### config.mk
export PLATFORM = sky130hd
export DESIGN_NAME = cv32e40p_hwloop_block_sequencer
export DESIGN_NICKNAME = d
export VERILOG_FILES = /design/src/rtl/cv32e40p_hwloop_pkg.sv /design/src/rtl/cv32e40p_hwloop_block_match.sv /design/src/rtl/cv32e40p_hwloop_block_sequencer.sv
export SDC_FILE = /design/constraint.sdc
export NUM_CORES = 1
export LEC_CHECK = 0
export CAP_MARGIN = 20
export CORE_AREA = 2 2 158 160
export DETAILED_ROUTE_END_ITERATION = 8
export DIE_AREA = 0 0 160 162
export SYNTH_ARGS = -nofsm -noshare
export SYNTH_HDL_FRONTEND = slang
export SYNTH_SLANG_ARGS = --single-unit
### constraint.sdc
create_clock -name clk -period 4.9 [get_ports clk]
set_clock_uncertainty 0.05 [all_clocks]
set_input_delay 0.735 -clock clk [delete_from_list [all_inputs] [get_ports clk]]
set_output_delay 0.735 -clock clk [all_outputs]
set_load 0.02 [all_outputs]
### src/rtl/cv32e40p_hwloop_pkg.sv
// ----------------------------------------------------------------------------
// cv32e40p_hwloop_pkg
// Shared definitions for the hardware-loop block permuter and block sequencer.
//   hwloop_seq_state_e : block sequencer FSM states
//   HWLP_NUM_BLOCK     : number of independent blocks in a loop body
//   HWLP_IDX_WIDTH     : width of one block index in the permutation vector
// ----------------------------------------------------------------------------
package cv32e40p_hwloop_pkg;

  localparam int unsigned HWLP_NUM_BLOCK = 4;
  localparam int unsigned HWLP_IDX_WIDTH = $clog2(HWLP_NUM_BLOCK);

  // IDLE: not in a loop. WAIT: permuter is advancing, jump to the first
  // block of the iteration. RUN: executing blocks in permuted order.
  typedef enum logic [1:0] {
    IDLE = 2'd0,
    WAIT = 2'd1,
    RUN  = 2'd2
  } hwloop_seq_state_e;

endpackage

### src/rtl/cv32e40p_hwloop_block_match.sv
// ----------------------------------------------------------------------------
// cv32e40p_hwloop_block_match
// Address datapath of the block sequencer. Detects retirement of the last
// instruction of the block at the current position and selects the start
// addresses the sequencer may jump to.
//   block_start_i / block_end_i : flat per-block address tables (block 0 in LSBs)
//   order_i        : latched permutation, entry k = block executed at position k
//   pos_i          : current position within the iteration
//   first_idx_i    : block index that opens the next iteration
//   instr_valid_i, pc_id_i : retiring ID-stage instruction
//   hit_o          : current block's last instruction retires this cycle
//   next_start_o   : start address of the block at position pos_i+1
//   first_start_o  : start address of block first_idx_i
// ----------------------------------------------------------------------------
module cv32e40p_hwloop_block_match
  import cv32e40p_hwloop_pkg::*;
#(
  parameter int unsigned NUM_BLOCK  = HWLP_NUM_BLOCK,
  parameter int unsigned IDX_WIDTH  = HWLP_IDX_WIDTH,
  parameter int unsigned ADDR_WIDTH = 32
) (
  input  logic [NUM_BLOCK*ADDR_WIDTH-1:0] block_start_i,
  input  logic [NUM_BLOCK*ADDR_WIDTH-1:0] block_end_i,
  input  logic [NUM_BLOCK*IDX_WIDTH-1:0]  order_i,
  input  logic [IDX_WIDTH-1:0]            pos_i,
  input  logic [IDX_WIDTH-1:0]            first_idx_i,
  input  logic                            instr_valid_i,
  input  logic [ADDR_WIDTH-1:0]           pc_id_i,
  output logic                            hit_o,
  output logic [ADDR_WIDTH-1:0]           next_start_o,
  output logic [ADDR_WIDTH-1:0]           first_start_o
);

  logic [ADDR_WIDTH-1:0] start_a [NUM_BLOCK];
  logic [ADDR_WIDTH-1:0] end_a   [NUM_BLOCK];
  logic [IDX_WIDTH-1:0]  order_a [NUM_BLOCK];

  for (genvar g = 0; g < NUM_BLOCK; g++) begin : g_unpack
    assign start_a[g] = block_start_i[g*ADDR_WIDTH +: ADDR_WIDTH];
    assign end_a[g]   = block_end_i[g*ADDR_WIDTH +: ADDR_WIDTH];
    assign order_a[g] = order_i[g*IDX_WIDTH +: IDX_WIDTH];
  end

  // pos_next wraps at the last position; the sequencer never uses
  // next_start_o there because the iteration ends instead.
  logic [IDX_WIDTH-1:0] pos_next;
  logic [IDX_WIDTH-1:0] cur_blk;
  logic [IDX_WIDTH-1:0] nxt_blk;

  assign pos_next = pos_i + IDX_WIDTH'(1);
  assign cur_blk  = order_a[pos_i];
  assign nxt_blk  = order_a[pos_next];

  assign hit_o         = instr_valid_i && (pc_id_i == end_a[cur_blk]);
  assign next_start_o  = start_a[nxt_blk];
  assign first_start_o = start_a[first_idx_i];

endmodule

### src/rtl/cv32e40p_hwloop_block_sequencer.sv
// ----------------------------------------------------------------------------
// cv32e40p_hwloop_block_sequencer
// Runs a hardware-loop body split into NUM_BLOCK blocks, in the order given
// by the permuter, for iter_count_i iterations, then exits to exit_addr_i.
//   clk, rst_n        : clock, synchronous active-low reset
//   start_i           : arm the loop (IDLE only); iter_count_i sampled with it
//   abort_i           : cancel the loop (flush/exception)
//   block_start_i/end_i, exit_addr_i : address tables, held stable by caller
//   index_i / next_o  : permutation from / advance request to the permuter
//   instr_valid_i, pc_id_i : retiring ID-stage instruction
//   jump_o, jump_target_o  : one-cycle PC-mux jump request (target 0 otherwise)
//   active_o          : sequencer owns control flow
//   done_o            : one-cycle pulse on completion or abort
// ----------------------------------------------------------------------------
module cv32e40p_hwloop_block_sequencer
  import cv32e40p_hwloop_pkg::*;
#(
  parameter int unsigned NUM_BLOCK  = HWLP_NUM_BLOCK,
  parameter int unsigned IDX_WIDTH  = HWLP_IDX_WIDTH,
  parameter int unsigned ADDR_WIDTH = 32,
  parameter int unsigned CNT_WIDTH  = 32
) (
  input  logic                            clk,
  input  logic                            rst_n,
  input  logic                            start_i,
  input  logic                            abort_i,
  input  logic [NUM_BLOCK*ADDR_WIDTH-1:0] block_start_i,
  input  logic [NUM_BLOCK*ADDR_WIDTH-1:0] block_end_i,
  input  logic [ADDR_WIDTH-1:0]           exit_addr_i,
  input  logic [CNT_WIDTH-1:0]            iter_count_i,
  input  logic [NUM_BLOCK*IDX_WIDTH-1:0]  index_i,
  output logic                            next_o,
  input  logic                            instr_valid_i,
  input  logic [ADDR_WIDTH-1:0]           pc_id_i,
  output logic                            jump_o,
  output logic [ADDR_WIDTH-1:0]           jump_target_o,
  output logic                            active_o,
  output logic                            done_o
);

  localparam logic [IDX_WIDTH-1:0] LAST_POS = IDX_WIDTH'(NUM_BLOCK - 1);

  hwloop_seq_state_e              state_q, state_d;
  logic [IDX_WIDTH-1:0]           pos_q, pos_d;
  logic [CNT_WIDTH-1:0]           remaining_q, remaining_d;
  logic [NUM_BLOCK*IDX_WIDTH-1:0] order_q, order_d;

  logic                  hit;
  logic [ADDR_WIDTH-1:0] next_start;
  logic [ADDR_WIDTH-1:0] first_start;

  cv32e40p_hwloop_block_match #(
    .NUM_BLOCK  (NUM_BLOCK),
    .IDX_WIDTH  (IDX_WIDTH),
    .ADDR_WIDTH (ADDR_WIDTH)
  ) u_block_match (
    .block_start_i (block_start_i),
    .block_end_i   (block_end_i),
    .order_i       (order_q),
    .pos_i         (pos_q),
    .first_idx_i   (index_i[IDX_WIDTH-1:0]),
    .instr_valid_i (instr_valid_i),
    .pc_id_i       (pc_id_i),
    .hit_o         (hit),
    .next_start_o  (next_start),
    .first_start_o (first_start)
  );

  // NOTE: state registers use non-blocking assignments so every flop samples
  // the pre-edge value of every other flop, independent of process order.
  always_ff @(posedge clk) begin
    if (!rst_n) begin
      state_q     <= IDLE;
      pos_q       <= '0;
      remaining_q <= '0;
      order_q     <= '0;
    end else begin
      state_q     <= state_d;
      pos_q       <= pos_d;
      remaining_q <= remaining_d;
      order_q     <= order_d;
    end
  end

  always_comb begin
    // NOTE: every signal written here gets a default first, so no path
    // through the case statement can leave one unassigned and infer a latch.
    state_d       = state_q;
    pos_d         = pos_q;
    remaining_d   = remaining_q;
    order_d       = order_q;
    next_o        = 1'b0;
    jump_o        = 1'b0;
    jump_target_o = '0;
    done_o        = 1'b0;

    unique case (state_q)
      IDLE: begin
        if (start_i) begin
          if (iter_count_i != '0) begin
            next_o      = 1'b1;
            remaining_d = iter_count_i;
            state_d     = WAIT;
          end else begin
            // Zero-trip loop: skip the body entirely.
            jump_o        = 1'b1;
            jump_target_o = exit_addr_i;
            done_o        = 1'b1;
          end
        end
      end

      WAIT: begin
        if (abort_i) begin
          done_o  = 1'b1;
          state_d = IDLE;
        end else begin
          // index_i was advanced by the permuter on the previous edge.
          order_d       = index_i;
          pos_d         = '0;
          jump_o        = 1'b1;
          jump_target_o = first_start;
          state_d       = RUN;
        end
      end

      RUN: begin
        if (abort_i) begin
          done_o  = 1'b1;
          state_d = IDLE;
        end else if (hit) begin
          if (pos_q != LAST_POS) begin
            jump_o        = 1'b1;
            jump_target_o = next_start;
            pos_d         = pos_q + IDX_WIDTH'(1);
          end else if (remaining_q > CNT_WIDTH'(1)) begin
            // The jump to the next iteration's first block is issued from
            // WAIT once the permuter has produced the new order.
            remaining_d = remaining_q - CNT_WIDTH'(1);
            next_o      = 1'b1;
            state_d     = WAIT;
          end else begin
            remaining_d   = '0;
            jump_o        = 1'b1;
            jump_target_o = exit_addr_i;
            done_o        = 1'b1;
            state_d       = IDLE;
          end
        end
      end

      default: state_d = IDLE;
    endcase
  end

  assign active_o = (state_q != IDLE);

endmodule

Word level (Yosys, flattened, before mapping)
Index checks and enable logic that the tools add are counted.
{ "op_classes": {"reduce_logical": 10, "magnitude_cmp": 6, "eq_ne": 13, "addsub": 2, "mux": 63, "n_bitwise": 6} }
{ "op_table": {"columns": ["operator", "count"], "rows": [
  ["32-bit two-way mux", 19],
  ["32-bit binary-select mux with 2-bit select", 3],
  ["32-bit case mux with 3 select lines", 1],
  ["32-bit case mux with 2 select lines", 1],
  ["32-bit equality test", 1],
  ["32-bit by 1-bit greater-than comparator with 1-bit output (second input constant)", 1],
  ["32-bit nonzero test", 1],
  ["32-bit by 1-bit subtractor with 32-bit output (second input constant)", 1],
  ["2-bit two-way mux", 14],
  ["1-bit two-way mux", 18],
  ["2-bit inequality test (second input constant)", 8],
  ["3-bit >= comparator (second input constant)", 5],
  ["2-bit NOT with 3-bit output", 5],
  ["2-bit binary-select mux with 2-bit select", 2],
  ["3-bit inequality test (second input constant)", 2],
  ["1-bit case mux with 3 select lines", 2],
  ["2-bit case mux with 3 select lines", 1],
  ["6-bit AND reduction", 1],
  ["2-bit nonzero test", 3],
  ["5-bit AND reduction", 1],
  ["2-bit case mux with 2 select lines", 1],
  ["4-bit AND reduction", 1],
  ["2-bit by 1-bit adder with 2-bit output (second input constant)", 1],
  ["2-bit by 1-bit equality test with 1-bit output (second input constant)", 1],
  ["other kinds (6)", 6]
]} }
{ "word_totals": {"in_bits": 365, "regBits": 44, "word_cells": 104} }

Depth between registers and ports, before layout
Gate-level depths: netlist (run 1).
{ "depth": {"ltp_word": 13, "mapped_depth": 16, "depth_no_buf": 10} }

By module
Synthesis (run 1) repeated with hierarchy kept, for this count alone.
{ "hier_totals": {"cells_unflattened": 732, "hier_area_um2": 6353.6} }
{ "modules_own_cells": {"columns": ["module", "cells_per_inst", "instances", "area_per_inst_um2", "seq_area_each_um2"], "rows": [
  ["cv32e40p_hwloop_block_sequencer", 498, 1, 3314.4, 880.8],
  ["cv32e40p_hwloop_block_match", 234, 1, 3039.2, 0.0]
]} }

Worst setup path before layout (run 1)
No wires, ideal clock.
{ "synth_path": {"path_kind": "flip-flop to output port", "start": "register pos_q[0]", "end": "output port jump_target_o[0]", "arrival_ns": 3.575, "path_slack_ns": 0.540, "required_time_ns": 4.115, "path_stages_with_launch": 13, "cell_sequence": "dfxtp_1 buf_6 mux4_2 buf_6 mux2_2 o32ai_1 or4_1 or4_4 nor4_4 and4_1 a21oi_1 clkbuf_1 o21ai_1"} }
{ "synth_via": {"elab_chain_len": 13, "word_cells_on_any_way": 24, "cone_classes": "add/sub: 1; eq/ne: 2; mux: 16; bitwise: 4; reduce/logical: 1"} }
{ "synth_rtl": {"columns": ["item", "line_no", "rtl"], "rows": [
  ["from (decl)", "cv32e40p_hwloop_block_sequencer.sv:44", "logic [IDX_WIDTH-1:0] pos_q, pos_d;"],
  ["from (signal assigned)", "cv32e40p_hwloop_block_sequencer.sv:79", "pos_q <= pos_d;"],
  ["2-bit by 1-bit adder with 2-bit output / 2-bit NOT with 3-bit output (equally long branches)", "cv32e40p_hwloop_block_match.sv:50, cv32e40p_hwloop_block_match.sv:51", null],
  ["2-bit NOT with 3-bit output (implied by the code) / 2-bit binary-select mux with 2-bit select (equally long branches)", "cv32e40p_hwloop_block_match.sv:52, cv32e40p_hwloop_block_match.sv:51", null],
  ["2-bit binary-select mux with 2-bit select / 2-bit two-way mux (equally long branches)", "cv32e40p_hwloop_block_match.sv:52, cv32e40p_hwloop_block_match.sv:51", null],
  ["2-bit two-way mux (on tied branches)", "cv32e40p_hwloop_block_match.sv:52, cv32e40p_hwloop_block_match.sv:51", null],
  ["2-bit two-way mux (implied by the code) / 2-bit NOT with 3-bit output (equally long branches)", "cv32e40p_hwloop_block_match.sv:52, cv32e40p_hwloop_block_match.sv:54", null],
  ["2-bit NOT with 3-bit output (implied by the code) / 32-bit binary-select mux with 2-bit select (equally long branches)", "cv32e40p_hwloop_block_match.sv:55, cv32e40p_hwloop_block_match.sv:54", null],
  ["32-bit binary-select mux with 2-bit select / 32-bit two-way mux (equally long branches)", "cv32e40p_hwloop_block_match.sv:55, cv32e40p_hwloop_block_match.sv:54", null],
  ["32-bit two-way mux (on tied branches)", "cv32e40p_hwloop_block_match.sv:55, cv32e40p_hwloop_block_match.sv:54", null],
  ["32-bit two-way mux (implied by the code) / 32-bit equality test (equally long branches)", "cv32e40p_hwloop_block_match.sv:55, cv32e40p_hwloop_block_match.sv:54", null],
  ["32-bit two-way mux / 1-bit logical AND (equally long branches)", "cv32e40p_hwloop_block_sequencer.sv:132, cv32e40p_hwloop_block_match.sv:54", null],
  ["32-bit two-way mux *", "cv32e40p_hwloop_block_sequencer.sv:131", "end else if (hit) begin"],
  ["32-bit two-way mux *", "cv32e40p_hwloop_block_sequencer.sv:128", "if (abort_i) begin"],
  ["32-bit case mux with 3 select lines *", "cv32e40p_hwloop_block_sequencer.sv:97", "unique case (state_q)"],
  ["to (decl)", "cv32e40p_hwloop_block_sequencer.sv:36", "output logic [ADDR_WIDTH-1:0] jump_target_o,"]
]} }
Every way passes the cells marked *; elsewhere a longest branch is shown, timed or not. The select of a mux whose other input is x is not followed.

Worst setup path after layout (run 1)
{ "layout_path": {"start": "register pos_q[0]", "end": "output port jump_target_o[8]"} }
The elaborated chain is that of the path after synthesis.

==> key figures, run 1 <==
Critical path
  • Worst-path fanout max: 7
  • Cell Chain, Critical Path: mux4_4 -> buf_6 -> mux2_4 -> o32ai_1 -> or4_4 -> or4_4 -> nor4_4 -> buf_4 -> and4b_4 -> buf_12 -> buf_16 -> buf_6 -> a22oi_2 -> o21ai_2 -> buf_12
  • Type of the worst setup path: reg2out
  • Crit Reg-Reg Endpoint: remaining_q[14]
  • CP endpoint: jump_target_o[8]
  • Data required, critical path: 4120 ps
  • FF-to-FF path depth: 14
  • Critical path arrival: approximately 4200 ps
  • R2r startpoint: pos_q[0]
  • Crit path from: pos_q[0]
  • CP max stage delay: 780 ps
  • Worst setup EP type: output pin
  • Setup slack, reg-to-reg: just over 700 ps
  • Element type at the critical path start: register
  • Slowest stage cell, crit path: mux4_4

Yosys
  • Most frequent cells after synthesis: mux2i_1 (76), mux4_2 (71), inv_1 (55)
  • Syn Area/Cell: 8.777 um2
  • Net Count, Synth: 1,112
  • Synth top area share: 24.49%
  • Top FF cell, synth: dfxtp_1
  • EDFF count, synth: 0
  • Synth Cell Area: 6530 um2
  • Yosys top cell by area: mux4_2
  • Flops & latches, synth: between 40 and 50
  • Most frequent cell after synthesis: mux2i_1
  • Cells after Synth: approximately 740
  • Netlist cell types: 54
  • Seq/Total Area, Yosys: 13.49%
  • Synth async-reset ratio: 0%
  • YS warnings: 0
  • Ranking of synthesized cells by area: mux4_2 (24%), dfxtp_1 (13%), mux2i_1 (12%), a22oi_1 (3.9%), inv_1 (3.2%)

Global routing
  • Vias in the first global route: just under 8k
  • Grt total ovfl: 0
  • First-pass GRT wire length: ~48,000 um
  • GRT Util Overall: 24.08%
  • Initial antenna violation count: 4
  • Largest net degree at the start of global routing: 65

Clock tree
  • Insertion delay to the later sink of the worst-skew pair: 290 ps
  • Clock root buffer: clkbuf_16
  • H-Tree Depth: 2
  • Post-CTS Hold Buffers: 0
  • Clock sink total: 44
  • Clk pin slew, worst setup/hold paths: approximately 70 ps
  • Longest Clk Path Bufs: 2
  • Num CTS Buffers: 5
  • TritonCTS clock tree: done

Placed design
  • Routability congestion estimate: between 0.9 and 1
  • Port buffer count: 400
  • Post-DP HPWL: between 20,000 and 30,000 um

Routing
  • Post-detailed-routing wire length: 32,550 um
  • Drt drc: 0
  • Metal3 WL: between 2000 and 2500 um
  • Metal-1 WL: 13,520 um
  • DRT iter0 DRCs: between 600 and 700
  • 1st-pass router iterations: 7
  • WL met2: 15,760 um
  • Wire per inst: 21.91 um
  • DR top layer: met5
  • Vias: 7,976
  • Antenna viol nets, final: 0
  • Vias/cell: 5.367

Pwr
  • Total Power: 0.001621 W
  • Static Leak: between 4 and 5 nW
  • Peak supply drop: 124.6 uV
  • PwrDens: 138.3 nW/um2

Die
  • Initial Utilization: 27.09%
  • # rows: 57
  • Die W: 160 um
  • Core box area: 24,110 um2
  • IO Pins: 401
  • Die Ht: around 160 um
  • Total die area: 25,920 um2

Timing
  • Slew HR: 36.97%
  • Setup ws final: -84.70 ps
  • RSZ-0062 raised after global routing: true
  • Max Freq: approximately 200 MHz
  • Fin crit share: 101.7%
  • Final hold slack: 415.2 ps
  • Tightest Pin Transition: between 900 and 1000 ps
  • Max-slew violations: 0
  • Setup Viol. Count Final: 20
  • Fin. Hold Viols: 0
  • Post-layout min period: 4985 ps

Job
  • Max-cap violation count: 0

Cells and area
  • Multi-input logic area: 5371 um2
  • Seq. cell area: 887.1 um2
  • Layout area overhead: 79.46%
  • Filler cell count: 2,348
  • Layout cell share with drive strength beyond 1: 20.52%
  • Layout Nets: between 1.5k and 2k

Worst hold path
  • Hold path cells: 2
  • Worst min path class: reg2reg
  • Start point of the worst hold path: remaining_q[10]

Outcome
  • Violated checks: setup timing
  • Outcome: complete, but fails checks
-- layout make-up --
type | count | share of cell area (%)
Multi-Input combinational cell | 584 | 45.84
Timing Repair Buffer | 469 | 40.03
Sequential cell | 44 | 7.570
Tap cell | 324 | 3.459
Inverter | 55 | 1.762
Clock buffer | 6 | 1.185
Clock inverter | 2 | 0.1174
Antenna cell | 2 | 0.04271
-- through the flow --
stage | utilization, % | instances | setup TNS [ps] | worst slack [ps] | cell area [um2]
2_1_floorplan | - | 744 | 0 | 540.0 | 6530
3_3_place_gp | 45.89 | 1449 | -7192 | -317.0 | 11060
3_5_place_dp | 45.89 | 1449 | -7926 | -351.1 | 11060
4_1_cts | 47.35 | 1472 | -581.3 | -82.10 | 11410
5_1_grt | 48.61 | 1486 | -4721 | -222.5 | 11720
6_report | 48.61 | 1486 | -765.2 | -84.70 | 11720
-- sequential cells by signal, summed over array words and instances (netlist names) --
name / flops
order_q: 8
pos_q: 2
remaining_q: 32
state_q: 2
-- worst max-delay path: cells and delay by family, from the launching register on --
kind,cells,cell delay (ps)
muxes,2,960
and+or+nand+nor,4,1500
AOI/OAI and AO/OA,3,230
DFF,1,350
buffers and inverters,6,840
-- how the worst min path moves through the flow --
stage	to	slack (ps)
floorplan	remaining_q[10]	380
global placement	remaining_q[10]	400
detailed placement	remaining_q[10]	410
CTS	remaining_q[10]	420
global route	remaining_q[10]	440
finish	remaining_q[10]	420
-- metal layers --
metal  track usage, %  vias to the layer above
li1                 -                     3765
met1            31.02                     3823
met2            40.75                      325
met3            5.312                       59
met4            6.798                        4
met5                0                        -
-- where the power goes --
group	internal [W]	total (W)	switching (W)	leakage, nW
Combinational	0.000506	0.000851	0.000346	3.76
Clock	0.000204	0.000360	0.000156	0.0773
Sequential	0.000383	0.000409	0.0000268	0.363
Total	0.00109	0.00162	0.000528	4.20
-- logic make-up after synthesis --
logic type | count (synthesis) | synth area share (%)
AO/OA/AOI/OAI | 194 | 20.27
XOR/XNOR | 35 | 4.694
buffers and inverters | 118 | 7.511
multiplexers | 158 | 38.03
AND/OR/NAND/NOR | 192 | 15.42
flip-flops | 44 | 13.49
adder cells (fa/ha/maj) | 3 | 0.5749
-- placed cells by master (no fill, tap or decap), types with 13 or more instances in the layout --
cell / synthesis / layout
buf_6: 3 / 17
nor4_1: 21 / 20
nand2_1: 43 / 43
o211ai_1: 13 / 13
buf_4: 0 / 74
dfxtp_1: 44 / 41
a22oi_1: 34 / 27
nor3_1: 30 / 30
xor2_1: 16 / 16
mux2i_1: 76 / 75
clkdlybuf4s50_1: 0 / 364
mux4_2: 71 / 71
o21ai_1: 33 / 26
a21oi_1: 35 / 33
nor2_1: 39 / 38
a211oi_1: 20 / 20
inv_1: 55 / 55
xnor2_1: 19 / 19
-- repair_timing --
action,4_1_cts,5_1_grt
cloned,6,1
resized for setup,148,55
endpoints found under the setup margin,32,34
pin swaps,4,5
buffers inserted,9,11
Power figures use the tool's default switching activity.
==> run 2: changes to the inputs <==
- CORE_AREA: 2 2 158 160 -> 2 2 157 159
- DIE_AREA: 0 0 160 162 -> 0 0 159 161
- clock period: 4.9 -> 6.1 ns (I/O delays scaled with it)
==> run 2 against run 1 <==
  * The run now ends clean
  * Worst setup slack better by 280 ps
  * Via count is 2.1% lower
  * Design area is 5.5% lower
  * First-iteration DRC count is 3.3% lower
  * Total power is 21% lower
  * Clock-buffer cell count is 1 lower
  * Utilization is 2.4 points lower
  * Clock power is 17% lower
  * Critical path type unchanged
  * Die area is 1.2% lower
==> key figures, run 2 (synthesis results as in run 1) <==
Placed design
  • Routability congestion estimate: 0.9744 (was 0.9113)
  • Area after DPL: 10,840 um2 (was 11,060 um2)
  • Post-DP HPWL: 25,460 um (was 25,190 um)
  • Port buffer count: 400 (unchanged)

Routing
  • Antenna viol nets, final: 0 (unchanged)
  • DRT iter0 DRCs: 639 (was 661)
  • Post-detailed-routing wire length: 32,050 um (was 32,550 um)
  • Vias: 7,806 (was 7,976)
  • Drt drc: 0 (unchanged)
  • Wire per inst: 22.23 um (was 21.91 um)
  • 1st-pass router iterations: 5 (was 7)
  • Vias/cell: 5.413 (was 5.367)

Global routing
  • First-pass GRT wire length: 47,270 um (was 48,480 um)
  • Vias in the first global route: 7,575 (was 7,893)
  • Initial antenna violation count: 6 (was 4)
  • Largest net degree at the start of global routing: 65 (unchanged)
  • GRT Util Overall: 23.79% (was 24.08%)
  • Grt total ovfl: 0 (unchanged)

Cells and area
  • Layout area overhead: 69.67% (was 79.46%)
  • Filler cell count: 2,339 (was 2,348)
  • Fin area: 11,080 um2 (was 11,720 um2)
  • Seq. cell area: 882.1 um2 (was 887.1 um2)
  • Most frequent cells in the layout: clkdlybuf4s50_1 (398), mux2i_1 (76), mux4_2 (72) (was clkdlybuf4s50_1 (364), mux2i_1 (75), buf_4 (74))
  • Layout cell share with drive strength beyond 1: 11.69% (was 20.52%)
  • Largest regs: remaining_q x32, order_q x8 (unchanged)
  • Max reg flops: 32 (unchanged)
  • Commonest non-fill, non-tap cell in the layout: clkdlybuf4s50_1 (unchanged)
  • Multi-input logic area: 5243 um2 (was 5371 um2)
  • Layout Nets: 1,481 (was 1,527)
  • Most flops, register: remaining_q (unchanged)
  • Final core area utilization: 46.24% (was 48.61%)

Die
  • Core box area: 23,960 um2 (was 24,110 um2)
  • Die W: 159 um (was 160 um)
  • # rows: 57 (unchanged)
  • Total die area: 25,600 um2 (was 25,920 um2)
  • Initial Utilization: 27.25% (was 27.09%)
  • Die Ht: 161 um (was 162 um)
  • IO Pins: 401 (unchanged)

Critical path
  • Worst setup EP type: output pin (unchanged)
  • Critical path arrival: 4940 ps (was 4200 ps)
  • Data required, critical path: 5130 ps (was 4120 ps)
  • Cell Chain, Critical Path: mux4_4 -> mux2_2 -> o32ai_1 -> or4_1 -> or4_4 -> nor4_4 -> and4_1 -> a21oi_4 -> o21ai_1 -> clkdlybuf4s50_1 (was mux4_4 -> buf_6 -> mux2_4 -> o32ai_1 -> or4_4 -> or4_4 -> nor4_4 -> buf_4 -> and4b_4 -> buf_12 -> buf_16 -> buf_6 -> a22oi_2 -> o21ai_2 -> buf_12)
  • CP max stage delay: 650 ps (was 780 ps)
  • Worst-path fanout max: 32 (was 7)
  • Worst Path Buf+Inv: 1 (was 6)
  • Element type at the critical path start: register (unchanged)
  • Family with the most delay on the worst path: simple AND/OR/NAND/NOR gates (unchanged)
  • Slowest stage cell, crit path: clkdlybuf4s50_1 (was mux4_4)
  • Type of the worst setup path: reg2out (unchanged)

Pwr
  • Peak supply drop: 89.68 uV (was 124.6 uV)
  • Static Leak: 3.777 nW (was 4.196 nW)
  • PwrDens: 116.1 nW/um2 (was 138.3 nW/um2)

Timing
  • Slew HR: 32.68% (was 36.97%)
  • Max Freq: 169.4 MHz
  • Setup_tns: 0 ps (was -765.2 ps)
  • Post-layout min period: a little under 6000 ps
  • Fin crit share: 96.77%
  • Tightest Pin Transition: 1008 ps (was 943.2 ps)
  • Fin. Hold Viols: 0 (unchanged)
  • Setup Viol. Count Final: 0 (was 20)
  • RSZ-0062 raised after global routing: false (was true)
  • Max-slew violations: 0 (unchanged)

Outcome
  • Outcome: complete, no violations (was complete, but fails checks)

Job
  • Max-cap violation count: 0 (unchanged)

Clock tree
  • Clk pin slew, worst setup/hold paths: 60 ps (was 70 ps)
  • Insertion delay to the later sink of the worst-skew pair: 290 ps (about the same)
  • TritonCTS clock tree: done (unchanged)
  • Longest Clk Path Bufs: 2 (unchanged)
  • H-Tree Depth: 2 (unchanged)
  • Num CTS Buffers: 5 (unchanged)
  • Post-CTS Hold Buffers: 0 (unchanged)
  • Clock sink total: 44 (unchanged)
  • Clock root buffer: clkbuf_16 (unchanged)

Worst hold path
  • Worst min path class: reg2reg (unchanged)
==> run 2: changes by cell type in the layout (fill, tap and decap cells not counted), moves of 4 or more <==
cell and delta:
o21ai_1 +7, diode_2 +4, clkdlybuf4s50_1 +34, buf_4 -51, a22oi_1 +7, o21ai_2 -8, buf_6 -16, buf_12 -7
a22oi_2 -7
==> run 2: timing repair <==
item / in CTS / in global routing
setup buffers: 0 / 2
resized for setup: 0 / 2
endpoints found under the setup margin: 0 / 25
==> run 2: routing by layer <==
metal,global-route usage [%],up-vias,part of all wire [%]
met3,6.009,47,7.0
met4,8.430,0,2.6
met1,29.41,3780,41
met5,0,-,0
met2,40.36,311,49
li1,-,3668,-
==> run 2: path summary, 6_finish.rpt <==
path,startpoint,endpoint,slack (ps),depth (start not counted)
min,remaining_q[10],remaining_q[10],420,2
max reg2reg,pos_q[1],remaining_q[1],1900,10
max,pos_q[1],jump_target_o[26],200,10
min reg2reg,remaining_q[10],remaining_q[10],420,2
==> run 2: per-stage QoR <==
step           setup slack [ps]  hold slack [ps]  std cells   power, W
5_1_grt                   27.38            436.1       1442   0.001354
3_3_place_gp              427.7            402.2       1426  0.0009776
4_1_cts                   82.54            418.3       1432   0.001290
3_5_place_dp              385.1            409.6       1426  0.0009827
6_report                  196.8            421.1       1442   0.001286
2_1_floorplan              1560            383.3        744  0.0006340
==> run 2: cell type report <==
class                      instances  share of cell area, %
multi-input combinational        584                  47.32
antenna                            6                 0.1355
clock inverter                     1                 0.2710
inverter                          55                  1.863
tap                              324                  3.659
timing repair buffer             423                  37.66
sequential                        44                  7.962
clock buffer                       5                  1.129
==> run 2: where the power goes <==
| part | total (W) | switching, W | internal, W |
|---|---|---|---|
| logic | 0.000656 | 0.000267 | 0.000389 |
| clock network | 0.000300 | 0.000112 | 0.000189 |
| registers | 0.000330 | 0.0000218 | 0.000308 |
| total | 0.00129 | 0.000401 | 0.000886 |
==> run 2: tightest hold or removal path, stage by stage, from the launching register on <==
cell     delay (ps)
dfxtp_1         310
nand2_1          50
o32ai_1          60
